==> config.mk <==
export PLATFORM = sky130hd
export DESIGN_NAME = ctrl_pipe_unit
export DESIGN_NICKNAME = d
export VERILOG_FILES = /design/src/rtl/ctrl_pkg.sv /design/src/rtl/ctrl_decode.sv /design/src/rtl/ctrl_pipe_unit.sv
export SDC_FILE = /design/constraint.sdc
export NUM_CORES = 1
export LEC_CHECK = 0
export ABC_AREA = 1
export CORE_MARGIN = 2
export CORE_UTILIZATION = 42
export DETAILED_ROUTE_END_ITERATION = 8
export GPL_TIMING_DRIVEN = 0
export MAX_ROUTING_LAYER = met4
export PLACE_DENSITY = 0.81
export SYNTH_ARGS = -nofsm -noshare
export SYNTH_HDL_FRONTEND = slang
export SYNTH_HIERARCHICAL = 1
export SYNTH_SLANG_ARGS = --single-unit
==> constraint.sdc <==
create_clock -name clk -period 1.8 [get_ports clk]
set_clock_uncertainty 0.1 [all_clocks]
set_input_delay 0.36 -clock clk [delete_from_list [all_inputs] [get_ports clk]]
set_output_delay 0.36 -clock clk [all_outputs]
set_load 0.1 [all_outputs]
==> src/rtl/ctrl_pkg.sv <==
// Shared encodings and the decoded control word for the pipelined control unit.
package ctrl_pkg;

    localparam logic [6:0] OPC_R      = 7'b0110011;
    localparam logic [6:0] OPC_IMM    = 7'b0010011;
    localparam logic [6:0] OPC_LUI    = 7'b0110111;
    localparam logic [6:0] OPC_JAL    = 7'b1101111;
    localparam logic [6:0] OPC_JALR   = 7'b1100111;
    localparam logic [6:0] OPC_BRANCH = 7'b1100011;
    localparam logic [6:0] OPC_SYSTEM = 7'b1110011;

    localparam logic [2:0] F3_CSRRW = 3'b001;

    // Channel index is sized for the largest supported GPIO count (8).
    localparam int CHAN_W = 3;

    typedef enum logic [3:0] {
        ALU_AND    = 4'b0000,
        ALU_OR     = 4'b0001,
        ALU_XOR    = 4'b0010,
        ALU_ADD    = 4'b0011,
        ALU_SUB    = 4'b0100,
        ALU_MUL    = 4'b0101,
        ALU_MULH   = 4'b0110,
        ALU_MULHSU = 4'b0111,
        ALU_SLL    = 4'b1000,
        ALU_SRL    = 4'b1001,
        ALU_SRA    = 4'b1010,
        ALU_SLT    = 4'b1100,
        ALU_SLTU   = 4'b1101,
        ALU_DIV    = 4'b1110,
        ALU_REM    = 4'b1111
    } aluop_e;

    typedef enum logic [1:0] {
        SRC_RS2   = 2'b00,
        SRC_IMM12 = 2'b01,
        SRC_UPPER = 2'b10
    } alusrc_e;

    typedef enum logic [1:0] {
        SEL_PC4   = 2'b00,
        SEL_UPPER = 2'b01,
        SEL_ALU   = 2'b10,
        SEL_CSR   = 2'b11
    } regsel_e;

    typedef enum logic [1:0] {
        PC_SEQ    = 2'b00,
        PC_BRANCH = 2'b01,
        PC_JAL    = 2'b10,
        PC_JALR   = 2'b11
    } pcsrc_e;

    typedef enum logic {
        ST_RUN     = 1'b0,
        ST_MD_WAIT = 1'b1
    } ctrl_state_e;

    typedef struct packed {
        alusrc_e           alusrc;
        aluop_e            aluop;
        regsel_e           regsel;
        logic              regwrite;
        logic              is_branch;
        logic              is_jal;
        logic              is_jalr;
        logic              is_md;
        logic              csr_in_hit;
        logic              csr_out_hit;
        logic [CHAN_W-1:0] chan;
        logic [2:0]        funct3;
        logic              illegal;
    } ctrl_word_t;

endpackage

==> src/rtl/ctrl_decode.sv <==
// Combinational instruction decoder: fetched instruction to control word.
module ctrl_decode
    import ctrl_pkg::*;
#(
    parameter int          NUM_GPIO      = 1,
    parameter logic [11:0] GPIO_IN_BASE  = 12'hF00,
    parameter logic [11:0] GPIO_OUT_BASE = 12'hF02
) (
    input  logic [31:0] instr,
    output ctrl_word_t  cw
);

    logic [6:0]  opcode;
    logic [2:0]  funct3;
    logic [6:0]  funct7;
    logic [11:0] csr;
    logic [12:0] in_off;
    logic [12:0] out_off;
    logic        in_hit;
    logic        out_hit;
    logic        unused_instr_bits;

    assign opcode  = instr[6:0];
    assign funct3  = instr[14:12];
    assign funct7  = instr[31:25];
    assign csr     = instr[31:20];
    assign in_off  = {1'b0, csr} - {1'b0, GPIO_IN_BASE};
    assign out_off = {1'b0, csr} - {1'b0, GPIO_OUT_BASE};
    assign in_hit  = (csr >= GPIO_IN_BASE)  && (in_off  < 13'(NUM_GPIO));
    assign out_hit = (csr >= GPIO_OUT_BASE) && (out_off < 13'(NUM_GPIO));

    // Register indices are handled by the datapath, not by control.
    assign unused_instr_bits = ^{instr[11:7], instr[19:15]};

    // Decode opcode/funct fields; anything undecodable collapses to a bare illegal word.
    always_comb begin
        cw        = '0;
        cw.funct3 = funct3;
        case (opcode)
            OPC_R: begin
                cw.alusrc   = SRC_RS2;
                cw.regsel   = SEL_ALU;
                cw.regwrite = 1'b1;
                case (funct7)
                    7'b0000000: begin
                        case (funct3)
                            3'b000:  cw.aluop = ALU_ADD;
                            3'b001:  cw.aluop = ALU_SLL;
                            3'b010:  cw.aluop = ALU_SLT;
                            3'b011:  cw.aluop = ALU_SLTU;
                            3'b100:  cw.aluop = ALU_XOR;
                            3'b101:  cw.aluop = ALU_SRL;
                            3'b110:  cw.aluop = ALU_OR;
                            default: cw.aluop = ALU_AND;
                        endcase
                    end
                    7'b0100000: begin
                        case (funct3)
                            3'b000:  cw.aluop = ALU_SUB;
                            3'b101:  cw.aluop = ALU_SRA;
                            default: cw.illegal = 1'b1;
                        endcase
                    end
                    7'b0000001: begin
                        case (funct3)
                            3'b000:  cw.aluop = ALU_MUL;
                            3'b001:  cw.aluop = ALU_MULH;
                            3'b010:  cw.aluop = ALU_MULHSU;
                            3'b011:  cw.aluop = ALU_MULHSU;
                            3'b100:  cw.aluop = ALU_DIV;
                            3'b101:  cw.aluop = ALU_DIV;
                            default: cw.aluop = ALU_REM;
                        endcase
                        // Only DIV/DIVU/REM/REMU go through the multi-cycle handshake.
                        cw.is_md = funct3[2];
                    end
                    default: cw.illegal = 1'b1;
                endcase
            end
            OPC_IMM: begin
                cw.alusrc   = SRC_IMM12;
                cw.regsel   = SEL_ALU;
                cw.regwrite = 1'b1;
                case (funct3)
                    3'b000: cw.aluop = ALU_ADD;
                    3'b010: cw.aluop = ALU_SLT;
                    3'b011: cw.aluop = ALU_SLTU;
                    3'b100: cw.aluop = ALU_XOR;
                    3'b110: cw.aluop = ALU_OR;
                    3'b111: cw.aluop = ALU_AND;
                    3'b001: begin
                        cw.aluop = ALU_SLL;
                        if (funct7 != 7'b0000000) cw.illegal = 1'b1;
                    end
                    default: begin
                        if (funct7 == 7'b0000000)      cw.aluop = ALU_SRL;
                        else if (funct7 == 7'b0100000) cw.aluop = ALU_SRA;
                        else                           cw.illegal = 1'b1;
                    end
                endcase
            end
            OPC_LUI: begin
                cw.alusrc   = SRC_UPPER;
                cw.aluop    = ALU_ADD;
                cw.regsel   = SEL_UPPER;
                cw.regwrite = 1'b1;
            end
            OPC_JAL: begin
                cw.regsel   = SEL_PC4;
                cw.regwrite = 1'b1;
                cw.is_jal   = 1'b1;
            end
            OPC_JALR: begin
                cw.alusrc   = SRC_IMM12;
                cw.aluop    = ALU_ADD;
                cw.regsel   = SEL_PC4;
                cw.regwrite = 1'b1;
                cw.is_jalr  = 1'b1;
                if (funct3 != 3'b000) cw.illegal = 1'b1;
            end
            OPC_BRANCH: begin
                cw.is_branch = 1'b1;
                case (funct3)
                    3'b000, 3'b001: cw.aluop = ALU_SUB;
                    3'b100, 3'b101: cw.aluop = ALU_SLT;
                    3'b110, 3'b111: cw.aluop = ALU_SLTU;
                    default:        cw.illegal = 1'b1;
                endcase
            end
            OPC_SYSTEM: begin
                if (funct3 != F3_CSRRW) begin
                    cw.illegal = 1'b1;
                end else if (out_hit) begin
                    // Where the two windows overlap, the write channel wins.
                    cw.regsel      = SEL_CSR;
                    cw.regwrite    = 1'b1;
                    cw.csr_out_hit = 1'b1;
                    cw.chan        = out_off[CHAN_W-1:0];
                end else if (in_hit) begin
                    cw.regsel     = SEL_CSR;
                    cw.regwrite   = 1'b1;
                    cw.csr_in_hit = 1'b1;
                    cw.chan       = in_off[CHAN_W-1:0];
                end
            end
            default: cw.illegal = 1'b1;
        endcase

        if (cw.illegal) begin
            cw         = '0;
            cw.illegal = 1'b1;
            cw.funct3  = funct3;
        end
    end

endmodule

==> src/rtl/ctrl_pipe_unit.sv <==
// EX-stage control register, DIV/REM sequencing FSM, branch resolution and qualification.
module ctrl_pipe_unit
    import ctrl_pkg::*;
#(
    parameter int          NUM_GPIO      = 1,
    parameter logic [11:0] GPIO_IN_BASE  = 12'hF00,
    parameter logic [11:0] GPIO_OUT_BASE = 12'hF02,
    localparam int         RSEL_W        = (NUM_GPIO > 1) ? $clog2(NUM_GPIO) : 1
) (
    input  logic                clk,
    input  logic                rst_n,
    input  logic                instr_valid_F,
    input  logic [31:0]         instr_F,
    input  logic                br_cond_EX,
    input  logic                md_done,
    output logic                valid_EX,
    output logic [1:0]          alusrc_EX,
    output logic [3:0]          aluop_EX,
    output logic [1:0]          regsel_EX,
    output logic                regwrite_EX,
    output logic [1:0]          pcsrc_EX,
    output logic [NUM_GPIO-1:0] gpio_we_EX,
    output logic [RSEL_W-1:0]   gpio_rsel_EX,
    output logic                md_start,
    output logic                stall_F,
    output logic                flush_F,
    output logic                illegal_EX
);

    ctrl_word_t  dec_cw;
    ctrl_word_t  ex_d, ex_q;
    logic        valid_d, valid_q;
    ctrl_state_e state_d, state_q;
    logic        md_ack;
    logic        unused_ex_bits;

    ctrl_decode #(
        .NUM_GPIO      (NUM_GPIO),
        .GPIO_IN_BASE  (GPIO_IN_BASE),
        .GPIO_OUT_BASE (GPIO_OUT_BASE)
    ) u_decode (
        .instr (instr_F),
        .cw    (dec_cw)
    );

    assign valid_EX     = valid_q;
    assign alusrc_EX    = ex_q.alusrc;
    assign aluop_EX     = ex_q.aluop;
    assign regsel_EX    = ex_q.regsel;
    assign gpio_rsel_EX = ex_q.chan[RSEL_W-1:0];
    assign illegal_EX   = valid_q & ex_q.illegal;
    assign md_ack       = (state_q == ST_MD_WAIT) & md_done;

    // Read-side CSR hit and the upper funct3 bits only matter inside decode.
    assign unused_ex_bits = ^{ex_q.csr_in_hit, ex_q.funct3[2:1], ex_q.chan};

    // FSM next state, redirect/stall/start outputs, write qualification and EX load.
    always_comb begin
        state_d     = state_q;
        ex_d        = ex_q;
        valid_d     = valid_q;
        md_start    = 1'b0;
        stall_F     = 1'b0;
        pcsrc_EX    = PC_SEQ;
        regwrite_EX = 1'b0;
        gpio_we_EX  = '0;

        case (state_q)
            ST_RUN: begin
                if (valid_q && ex_q.is_md) begin
                    md_start = 1'b1;
                    stall_F  = 1'b1;
                    state_d  = ST_MD_WAIT;
                end
            end
            default: begin
                if (md_done) state_d = ST_RUN;
                else         stall_F = 1'b1;
            end
        endcase

        if (valid_q) begin
            if (ex_q.is_jal)                                        pcsrc_EX = PC_JAL;
            else if (ex_q.is_jalr)                                  pcsrc_EX = PC_JALR;
            else if (ex_q.is_branch && (br_cond_EX ^ ex_q.funct3[0])) pcsrc_EX = PC_BRANCH;

            regwrite_EX = ex_q.regwrite & (~ex_q.is_md | md_ack);

            for (int k = 0; k < NUM_GPIO; k++) begin
                if (ex_q.csr_out_hit && (ex_q.chan == CHAN_W'(k))) gpio_we_EX[k] = 1'b1;
            end
        end

        flush_F = (pcsrc_EX != PC_SEQ);

        if (!stall_F) begin
            if (flush_F || !instr_valid_F) begin
                valid_d = 1'b0;
                ex_d    = '0;
            end else begin
                valid_d = 1'b1;
                ex_d    = dec_cw;
            end
        end
    end

    // EX register and FSM state; reset empties EX and returns to RUN.
    always_ff @(posedge clk or negedge rst_n) begin
        if (!rst_n) begin
            state_q <= ST_RUN;
            valid_q <= 1'b0;
            ex_q    <= '0;
        end else begin
            state_q <= state_d;
            valid_q <= valid_d;
            ex_q    <= ex_d;
        end
    end

endmodule

After elaboration in Yosys (flattened, before gate mapping)

Index checks and enable logic that the tools add are counted.

Register bits after elaboration: 21
Bits of input ports: 37
Output and inout bits: 18

$add $sub $neg: 2
$lt $le $gt $ge: 4
Equality and inequality tests: 17
Muxes and demuxes: 50
Bitwise gates (word level): 6
Reductions and logical operators: 26

Operators by type and width:

| kind                     | count |
|---|---|
| $pmux W4 S7              | 2 |
| $mux W22                 | 2 |
| $pmux W4 S4              | 2 |
| $eq A7 B7 Y1 const B     | 4 |
| $lt A13 B1 Y1 const B    | 2 |
| $sub A12 B12 Y13 const B | 2 |
| $ge A12 B12 Y1 const B   | 2 |
| $mux W1                  | 24 |
| $pmux W4 S3              | 2 |
| $reduce_or A2 Y1         | 11 |
| $eq A7 B6 Y1 const B     | 3 |
| $mux W3                  | 5 |
| $eq A3 B3 Y1 const B     | 4 |
| $pmux W3 S4              | 1 |
| $reduce_or A6 Y1         | 2 |
| $mux W5                  | 2 |
| $mux W4                  | 2 |
| $pmux W4 S2              | 1 |
| $eq A7 B1 Y1 const B     | 1 |
| $eq A7 B5 Y1 const B     | 1 |
| $logic_not A7 Y1         | 1 |
| $reduce_bool A7 Y1       | 1 |
| $eq A3 B2 Y1 const B     | 2 |
| $logic_not A3 Y1         | 2 |
| 15 further kinds         | 24 |

Longest topological paths before layout

Depth in word-level cells: 9
Depth in mapped cells: 14
Depth with buffers taken out: 14

Modules after synthesis

The synthesis kept the hierarchy.

Modules (own cells, without submodules):

| module         | instances | cells each | area an instance (um^2) | sequential area each (um^2) |
|---|---|---|---|---|
| ctrl_pipe_unit | 1         | 125        | 1087.3                  | 525.5 |
| ctrl_decode    | 1         | 191        | 930.9                   | 0.0 |

Worst setup path after synthesis

No wires, ideal clock.

Kind: reg2out
Start point: register valid_q, in the netlist valid_EX
End point: output port gpio_we_EX
Data arrival time: 3.222 ns
Data required time: 1.340 ns
Path slack: -1.882 ns
Stages on the path, launching flop included: 3
Path through: dfrtp_1 -> inv_2 -> nor3_1

Word-level cells in the longest chain between the ends: 1

Ends and longest elaborated chain:

| element                  | line                  | text |
|---|---|---|
| start: declaration       | ctrl_pipe_unit.sv:32  | `logic valid_d, valid_q;` |
| start signal: assignment | ctrl_pipe_unit.sv:115 | `valid_q <= valid_d;` |
| $mux W1                  | ctrl_pipe_unit.sv:82  | `if (valid_q) begin` |
| end: declaration         | ctrl_pipe_unit.sv:22  | `output logic [NUM_GPIO-1:0] gpio_we_EX,` |

No other way between the ends.

Worst setup path in the final report

Start point: register valid_q, in the netlist valid_EX
End point: output port flush_F

Word-level cells in the longest chain between the ends: 2

Ends and longest elaborated chain:

| element            | line                 | text |
|---|---|---|
| $mux W2            | ctrl_pipe_unit.sv:82 |  |
| $reduce_bool A2 Y1 | ctrl_pipe_unit.sv:94 | `flush_F = (pcsrc_EX != PC_SEQ);` |
| end: declaration   | ctrl_pipe_unit.sv:26 | `output logic flush_F,` |

No other way between the ends.

==> results.cfg <==
[routing]
routed_wl_um = 5604
final_antenna_net_count = 0
vias = 2177
drc = 0
dr.pass1.iters = 4
routedWlPerCell_um = 13.00
drt_iter0_drc = 131
avgViaCountPerCell = 5.051

[min_path]
hold_end = regsel_EX[1]
hold_depth = 2
hold_start = regsel_EX[1]
hp-class = reg2reg

[clock_network]
clk_path_buf_depth = 2
cts.reportedPaths.clkPinSlew_ps = 80
numCtsBuffers = 3
clkSinkCount = 21
htreeDepth = 1
cts_root_buf = clkbuf_8
clock_latency_ps = 260
holdBufCountCts = 0
cts_tree = built

[sta]
layout_setup_ws_ps = -38.32
max-slew-margin-rel_pct = 37.36
fin_crit_sh_pct = 102.1
tightest_slew_ps = 936.7
rsz0062_at_grt = true
fin_tns_setup_ps = -79.49
fmax_ghz = 0.5440
post-route-min-period_ps = 1838
slew_violations = 0
hold_violations = 0
setup_violations = 4

[floorplan]
start_util_pct = 42.90
die_width_um = 73.00
io_pins = 55
rows = 25
die_h_um = 73.00
die_area_sq_um = 5328
core_area_sq_um = 4661

[setup_path]
crit_chain = inv_6 > nor2_4 > nand2_2 > buf_6 > nand2_4 > buf_12
path_buf_inv = 3
path_delay_family = flip-flops
path_max_fanout = 6
worstReg2RegEnd = ex_q[0]
crit_type = reg2out
critPathLaunchType = register
rr_worst_depth = 6
slowest_stage = dfrtp_4
endpoint_kind = output pin
timing.reg2reg.setup_slack_ps = 310
required_ps = 1340
reg2reg_from = valid_EX
cpPeakStageDelay_ps = 550
cp_data_arrival_time_ps = 1380
cp.depth = 6

[global_routing]
grt_usage_pct = 20.72
use_met2_pct = 33.73
grt_use_met1_pct = 26.90
busiest_layer = met2
grtUsageMet3_pct = 2.901
overflow = 0
grt_max_degree = 22
grt_pass1_wl_um = 8562
grt_pass1_vias = 1975
antenna_found_initial = 0

[finish]
areaGrowthSynthToFinish_pct = 47.56
multi_input_area_sq_um = 1369
utilization_pct = 63.30
n_antenna_cell = 0
finalNetCount = 418
drive_gt1_share_pct = 38.46
ff_latch_area_sq_um = 536.8
fillers = 420

[synth]
syn-instance-count = 313
syn-cell-area_sq_um = 1999
postSynthAreaPerCell_sq_um = 6.388
syn_nets = 353
yosysWarningCount = 6

[status]
status = complete, but fails checks
violations = setup timing

[placement]
portBuffers = 44
dp_hpwl_um = 3753
place_congestion = 0.9422

[power_and_ir_drop]
vdd_drop_max_mv = 0.2868
leakage_nw = 1.535
p_per_area_nw_per_um2 = 360.8
p_total_w = 0.001065

[run]
maxCapViolCount = 0
where the power goes:
part | switching [W] | internal, W
clock | 0.000155 | 0.000158
combinational | 0.000165 | 0.000101
sequential | 0.00000794 | 0.000478
total | 0.000327 | 0.000737
layout by cell type (no fill, tap or decap), types with 8 or more instances in the layout:
| cell type | n |
|---|---|
| nand2_1 | 93 |
| buf_4 | 28 |
| inv_1 | 26 |
| nand4_1 | 20 |
| nand3_1 | 17 |
| dfrtp_1 | 16 |
| nor2_1 | 16 |
| nand2_2 | 14 |
| nor2_2 | 14 |
| nor2_4 | 13 |
| inv_2 | 12 |
| clkdlybuf4s15_2 | 10 |
| dlymetal6s2s_1 | 9 |
| dlygate4sd2_1 | 8 |
| a21oi_1 | 8 |
state kept, by name (all words and copies together) (netlist names):
signal,count
gpio_rsel_EX,1
ex_q,10
regsel_EX,2
valid_EX,1
alusrc_EX,2
aluop_EX,4
state_q,1
final cells by class:
cell class | instances | area share [%]
Buffer | 17 | 4.877
Inverter | 44 | 6.192
Timing Repair Buffer | 61 | 20.53
Tap cell | 54 | 2.290
Multi-Input combinational cell | 230 | 46.40
Clock buffer | 4 | 1.527
Sequential cell | 21 | 18.19
worst max-delay path by stage:
stage | end | slack (ps) | startpoint
floorplan | gpio_we_EX | -270 | gpio_rsel_EX
detailed placement | flush_F | -1180 | br_cond_EX
CTS | stall_F | -70 | valid_EX
finish | flush_F | -40 | valid_EX
global placement | flush_F | -1140 | br_cond_EX
global route | flush_F | -80 | valid_EX
through the flow:
step	hold WS [ps]	setup slack [ps]	cell area, sq um	cells
floorplan	-35.59	-271.7	2049	313
global placement	368.1	-1143	2557	411
detailed placement	368.8	-1175	2557	411
CTS	388.0	-74.15	2778	424
global route	417.2	-83.08	2950	431
finish	392.1	-38.32	2950	431
per-layer routing:
layer	part of all wire, %	up-vias
li1	-	1109
met1	42	999
met2	53	65
met3	4.2	4
met4	1.3	0
met5	0	-
worst min-delay path, delay by kind of cell (launching register included):
family	cells	cell delay [ps]
simple gates	2	110
flops	1	360
what timing repair did:
item / in CTS / in global routing
pin swaps: 15 / 31
resized for setup: 130 / 56
endpoints found under the setup margin: 31 / 20
setup buffers: 9 / 8
Power figures use the tool's default switching activity.
